==> config.mk <==
export PLATFORM = sky130hd
export DESIGN_NAME = vid_pattern_gen
export DESIGN_NICKNAME = d
export VERILOG_FILES = /design/src/rtl/vid_pattern_gen.sv
export SDC_FILE = /design/constraint.sdc
export NUM_CORES = 1
export LEC_CHECK = 0
export ABC_AREA = 1
export CELL_PAD_IN_SITES_DETAIL_PLACEMENT = 1
export CELL_PAD_IN_SITES_GLOBAL_PLACEMENT = 1
export CORE_ASPECT_RATIO = 1.1
export CORE_MARGIN = 4
export CORE_UTILIZATION = 43
export CTS_BUF_LIST = sky130_fd_sc_hd__clkbuf_16
export DETAILED_ROUTE_END_ITERATION = 7
export HOLD_SLACK_MARGIN = 0.12
export PLACE_DENSITY_LB_ADDON = 0.1
export SYNTH_ARGS = -nofsm -noshare
export SYNTH_HDL_FRONTEND = slang
export SYNTH_SLANG_ARGS = --single-unit
==> constraint.sdc <==
create_clock -name clk -period 4.88 [get_ports clk]
set_clock_uncertainty 0.1 [all_clocks]
set_input_delay 0.976 -clock clk [delete_from_list [all_inputs] [get_ports clk]]
set_output_delay 0.976 -clock clk [all_outputs]
set_load 0.005 [all_outputs]
==> src/rtl/vid_pattern_gen.sv <==
// vid_pattern_gen: raster timing generator with four selectable test patterns.
// Ports: clk pixel clock; rst_n async active-low reset; en run request (sampled at frame
// boundaries); pattern_sel 0 solid/1 ramp/2 colour bars/3 checkerboard; de_out, h_sync_out,
// v_sync_out, pixel_out {R,G,B} registered stream; frame_start pulse on first active pixel;
// frame_cnt frames started since reset.
// Optional: define VPG_BORDER_EN for a 1-pixel white border over the active picture.
module vid_pattern_gen #(
   parameter int          H_ACTIVE  = 16,
   parameter int          H_FP      = 2,
   parameter int          H_SYNC    = 4,
   parameter int          H_BP      = 2,
   parameter int          V_ACTIVE  = 8,
   parameter int          V_FP      = 1,
   parameter int          V_SYNC    = 2,
   parameter int          V_BP      = 1,
   parameter logic        SYNC_POL  = 1'b1,
   parameter logic [23:0] SOLID_RGB = 24'h0000FF,
   parameter int          CHK_SHIFT = 2
) (
   input  logic        clk,
   input  logic        rst_n,
   input  logic        en,
   input  logic [1:0]  pattern_sel,
   output logic        de_out,
   output logic        h_sync_out,
   output logic        v_sync_out,
   output logic [23:0] pixel_out,
   output logic        frame_start,
   output logic [15:0] frame_cnt
);
   localparam int H_TOTAL = H_ACTIVE + H_FP + H_SYNC + H_BP;
   localparam int V_TOTAL = V_ACTIVE + V_FP + V_SYNC + V_BP;
   // One shared counter width wide enough for both axes, the ramp byte and the checker bit.
   localparam int CH = $clog2(H_TOTAL);
   localparam int CV = $clog2(V_TOTAL);
   localparam int W0 = CH > CV ? CH : CV;
   localparam int W1 = W0 > 8 ? W0 : 8;
   localparam int W  = W1 > CHK_SHIFT ? W1 : CHK_SHIFT + 1;
   localparam logic [W-1:0] HA     = W'(H_ACTIVE);
   localparam logic [W-1:0] H_LAST = W'(H_TOTAL - 1);
   localparam logic [W-1:0] HS0    = W'(H_ACTIVE + H_FP);
   localparam logic [W-1:0] HS1    = W'(H_ACTIVE + H_FP + H_SYNC);
   localparam logic [W-1:0] VA     = W'(V_ACTIVE);
   localparam logic [W-1:0] V_LAST = W'(V_TOTAL - 1);
   localparam logic [W-1:0] VS0    = W'(V_ACTIVE + V_FP);
   localparam logic [W-1:0] VS1    = W'(V_ACTIVE + V_FP + V_SYNC);
   localparam logic [W-1:0] BAR_W  = W'(H_ACTIVE / 8);
`ifdef VPG_BORDER_EN
   localparam logic [W-1:0] HA_LAST = W'(H_ACTIVE - 1);
   localparam logic [W-1:0] VA_LAST = W'(V_ACTIVE - 1);
`endif

   typedef enum logic {IDLE, RUN} state_t;

   state_t      state_q, state_d;
   logic [W-1:0] h_q, h_d, v_q, v_d;
   logic [1:0]  pat_q, pat_d;
   logic        de_q, de_d, hs_q, hs_d, vs_q, vs_d, fs_q, fs_d;
   logic [23:0] pix_q, pix_d;
   logic [15:0] fc_q, fc_d;
   logic        run, origin, line_end, frame_end, de, chk;
   logic [1:0]  pat;
   logic [2:0]  bar;
   logic [23:0] rgb;
`ifdef VPG_BORDER_EN
   logic        border;
`endif

   always_comb begin
      run       = state_q == RUN;
      origin    = h_q == '0 && v_q == '0;
      line_end  = h_q == H_LAST;
      frame_end = line_end && v_q == V_LAST;
      // The pattern is taken live on the first pixel so a new selection applies to a whole frame.
      pat       = origin ? pattern_sel : pat_q;
      state_d   = run ? ((frame_end && !en) ? IDLE : RUN) : (en ? RUN : IDLE);
      h_d       = (run && !line_end) ? h_q + 1'b1 : '0;
      v_d       = !run ? '0 : line_end ? (frame_end ? '0 : v_q + 1'b1) : v_q;
      pat_d     = run ? pat : pat_q;
      de        = h_q < HA && v_q < VA;
      bar       = 3'(h_q / BAR_W);
      chk       = h_q[CHK_SHIFT] ^ v_q[CHK_SHIFT];
      // Bar order white..black: R off on bars 2,3,6,7; G off on 4..7; B off on odd bars.
      rgb       = pat == 2'd0 ? SOLID_RGB
                : pat == 2'd1 ? {3{h_q[7:0]}}
                : pat == 2'd2 ? {{8{~bar[1]}}, {8{~bar[2]}}, {8{~bar[0]}}}
                :               {24{chk}};
`ifdef VPG_BORDER_EN
      border    = h_q == '0 || h_q == HA_LAST || v_q == '0 || v_q == VA_LAST;
      pix_d     = (run && de) ? (border ? 24'hFFFFFF : rgb) : '0;
`else
      pix_d     = (run && de) ? rgb : '0;
`endif
      de_d      = run && de;
      hs_d      = (run && h_q >= HS0 && h_q < HS1) ? SYNC_POL : ~SYNC_POL;
      vs_d      = (run && v_q >= VS0 && v_q < VS1) ? SYNC_POL : ~SYNC_POL;
      fs_d      = run && origin;
      fc_d      = fs_d ? fc_q + 16'd1 : fc_q;
   end

   always_ff @(posedge clk or negedge rst_n) begin
      if (!rst_n) begin
         state_q <= IDLE;
         h_q     <= '0;
         v_q     <= '0;
         pat_q   <= '0;
         de_q    <= 1'b0;
         hs_q    <= ~SYNC_POL;
         vs_q    <= ~SYNC_POL;
         pix_q   <= '0;
         fs_q    <= 1'b0;
         fc_q    <= '0;
      end else begin
         state_q <= state_d;
         h_q     <= h_d;
         v_q     <= v_d;
         pat_q   <= pat_d;
         de_q    <= de_d;
         hs_q    <= hs_d;
         vs_q    <= vs_d;
         pix_q   <= pix_d;
         fs_q    <= fs_d;
         fc_q    <= fc_d;
      end
   end

   assign de_out      = de_q;
   assign h_sync_out  = hs_q;
   assign v_sync_out  = vs_q;
   assign pixel_out   = pix_q;
   assign frame_start = fs_q;
   assign frame_cnt   = fc_q;
endmodule

==> out/qor.csv <==
stage;metric;value;unit
floorplan;Die Y-Extent;95.61;um
timing;Tmin final;2445;ps
layout;share of cells above drive strength 1;14.77;%
drt;first drt pass iteration count;4;
floorplan;I/O Pins;49;
clock_tree;clock buffer depth;2;
timing;worst relative slew slack;47.28;%
timing;RSZ-0062 raised after global routing;false;
clock_tree;TritonCTS Sinks;63;
clock_tree;CTS Buf Count;9;
pwr;peak supply drop;0.3043;mV
timing;fmax;409.0;MHz
drt;post-route ant nets;0;
grt;initial antenna violation count;0;
outcome;status;complete, no violations;
min_path;Hold Path Class;reg2reg;
timing;Setup violations, final;0;
grt;grt ovf;0;
clock_tree;worst skew pair latency;330;ps
placed_design;dpl hpwl;5417;um
layout;most frequent cells in the layout;63 x dfrtp_1, 58 x nand2_1, 47 x clkdlybuf4s50_1, 34 x nor2_1, 29 x inv_1;
yosys;largest cells by area after synthesis;dfrtp_1 53%, nand2_1 7.3%, a21oi_1 4.3%;
timing;Post-Route Setup TNS;0;ps
timing;Worst-Margin Slew;790.9;ps
setup_path;worst path bufs/invs;1;
layout;Antenna diodes;0;
setup_path;Critical-path top delay cell;clkdlybuf4s50_1;
drt;via count;2416;
setup_path;critical path arrival;1370;ps
drt;Routed WL;7535;um
timing;final worst-path cycle share;50.10;%
run;MaxCap Viol Count;0;
grt;first-pass GRT wire length;12740;um
placed_design;IO buf count;48;
grt;vias in the first global route;2614;
timing;endpoints failing hold;0;
floorplan;Chip Width;87.65;um
setup_path;crit path kind;reg2out;
setup_path;worst-path fanout max;7;
clock_tree;CTS tree;built;
yosys;Netlist cell types;37;
yosys;top-area cell type share of the netlist area;52.54;%
setup_path;Startpoint Class;flip-flop;
drt;Initial DRC Count;51;
yosys;YS warnings;0;
drt;DR WL/cell;16.10;um
setup_path;Largest stage delay, worst path;560;ps
drt;Post-route DRC;0;
clock_tree;root buffer cell;clkbuf_16;
layout;most common cell after layout, fill and taps aside;dfrtp_1;
layout;Layout area overhead;27.90;%
yosys;synthesized area per cell;9.260;um^2
timing;fin. max-slew vios;0;
floorplan;Placeable Area;6671;um^2
setup_path;Critical Path, Cell by Cell;clkdlybuf4s50_1;
yosys;synthesized area;3000;um^2
setup_path;Worst Path Required;3800;ps
grt;GRT Overall Usage;20.04;%
floorplan;full die area;8380;um^2
yosys;Synth Instances;324;
grt;largest net degree at the start of global routing;64;
pwr;Tot Pwr;2.202;mW
yosys;post-synthesis sequential area ratio;52.54;%
floorplan;initial core utilization;44.97;%
layout;fillers;779;
clock_tree;Worst-path clk slew;50;ps
yosys;Synth area leader;dfrtp_1;
clock_tree;# hold bufs at CTS;0;
clock_tree;Setup Buffers After CTS;0;
setup_path;Worst setup EP type;output port;
placed_design;worst slack, placed;2249;ps
timing;WHS;409.2;ps
yosys;register bit total from synthesis;63;
floorplan;Row Count;31;
timing;setup ws final;2435;ps
clock_tree;depth of the CTS H-tree;3;
layout;post-layout net count;393;
pwr;Leak;1.739;nW
clock_tree;Resize count post-CTS;0;
drt;routed vias/inst;5.162;
placed_design;Placer Congestion;0.7879;
setup_path;CP top delay family;buffers and inverters;
pwr;PwrDens;573.9;nW/um^2
yosys;Syn Nets;336;
[final timing paths]
check / startpoint / end / slack [ps] / cells after the start
setup / recovery: frame_cnt[10] / frame_cnt[10] / 2440 / 1
hold / removal: frame_cnt[6] / frame_cnt[6] / 410 / 1
setup reg to reg: h_q[0] / run / 2600 / 9
hold reg to reg: frame_cnt[6] / frame_cnt[6] / 410 / 1
max in group asynchronous: rst_n / h_q[3] / 3440 / 2
min in group asynchronous: rst_n / frame_cnt[10] / 720 / 2
[sequential cells by signal, indices dropped and copies added (netlist names)]
name,count
h_q,8
v_q,8
v_sync_out,1
h_sync_out,1
frame_cnt,16
frame_start,1
pat_q,2
de_out,1
run,1
pixel_out,24
[report_power, final]
group	internal [mW]	leakage, nW	switching (mW)
Combinational	0.347	0.772	0.480
Sequential	0.671	0.840	0.124
Clock	0.343	0.127	0.238
Total	1.36	1.74	0.842
[cell families (layout without fill, tap and decap cells)]
group           count (synthesis)  in the layout  share of synthesized area (%)
flops                          63             63                          52.54
simple gates                  152            152                          25.35
xor+xnor                       13             13                          3.795
fa+ha+maj                       7              7                          2.919
compound gates                 52             52                          10.18
buf+inv                        37             99                          5.212
[worst register-to-register path: stages, from the launching register on]
cell and delay, ps:
dfrtp_1 430, ha_1 200, nand2_1 90, clkinv_1 100, nand2_1 70, o21ai_2 500
inv_2 200, nor2_4 210, inv_2 60, or2_1 200
[per-layer routing]
| layer | vias to the layer above | wire length (um) | track usage, % |
|---|---|---|---|
| li1 | 1173 | - | - |
| met1 | 1187 | 3134 | 22.77 |
| met2 | 44 | 3960 | 36.37 |
| met3 | 12 | 316 | 4.927 |
| met4 | 0 | 124 | 6.777 |
| met5 | - | 0 | 0 |
[Yosys cell counts]
cell type,n
a211oi_1,1
a21oi_1,26
a21oi_2,2
a21oi_4,1
a31oi_1,3
and3_1,1
buf_2,1
buf_4,1
buf_6,1
clkinv_1,1
dfrtp_1,63
ha_1,7
inv_1,29
inv_2,3
inv_6,1
nand2_1,58
nand2_2,6
nand2_4,5
nand3_1,9
nand3_2,3
nand3b_1,2
nand4_1,4
nor2_1,34
nor2_2,9
nor2_4,3
nor3_1,11
nor3_4,1
nor3b_1,1
nor4_1,3
o21ai_0,13
o21ai_2,4
o21bai_1,1
o31ai_1,1
or2_1,1
or2_2,1
xnor2_1,5
xor2_1,8
[metrics by stage]
step	utilization, %	cell area [um^2]	cells
finish	57.52	3837	468
global route	57.52	3837	468
CTS	57.52	3837	468
detailed placement	53.39	3562	452
global placement	53.39	3562	452
floorplan	-	3000	324
[layout make-up]
class                           instances  area, um^2  share of cell area (%)
Sequential cell                        63        1577                   41.08
Clock inverter                          7       50.05                   1.304
Timing Repair Buffer                   49       483.0                   12.59
Tap cell                               82       102.6                   2.674
Inverter                               34       132.6                   3.456
Clock buffer                            9       225.2                   5.869
Multi-Input combinational cell        224        1267                   33.03
(Power assumes the default switching activity.)
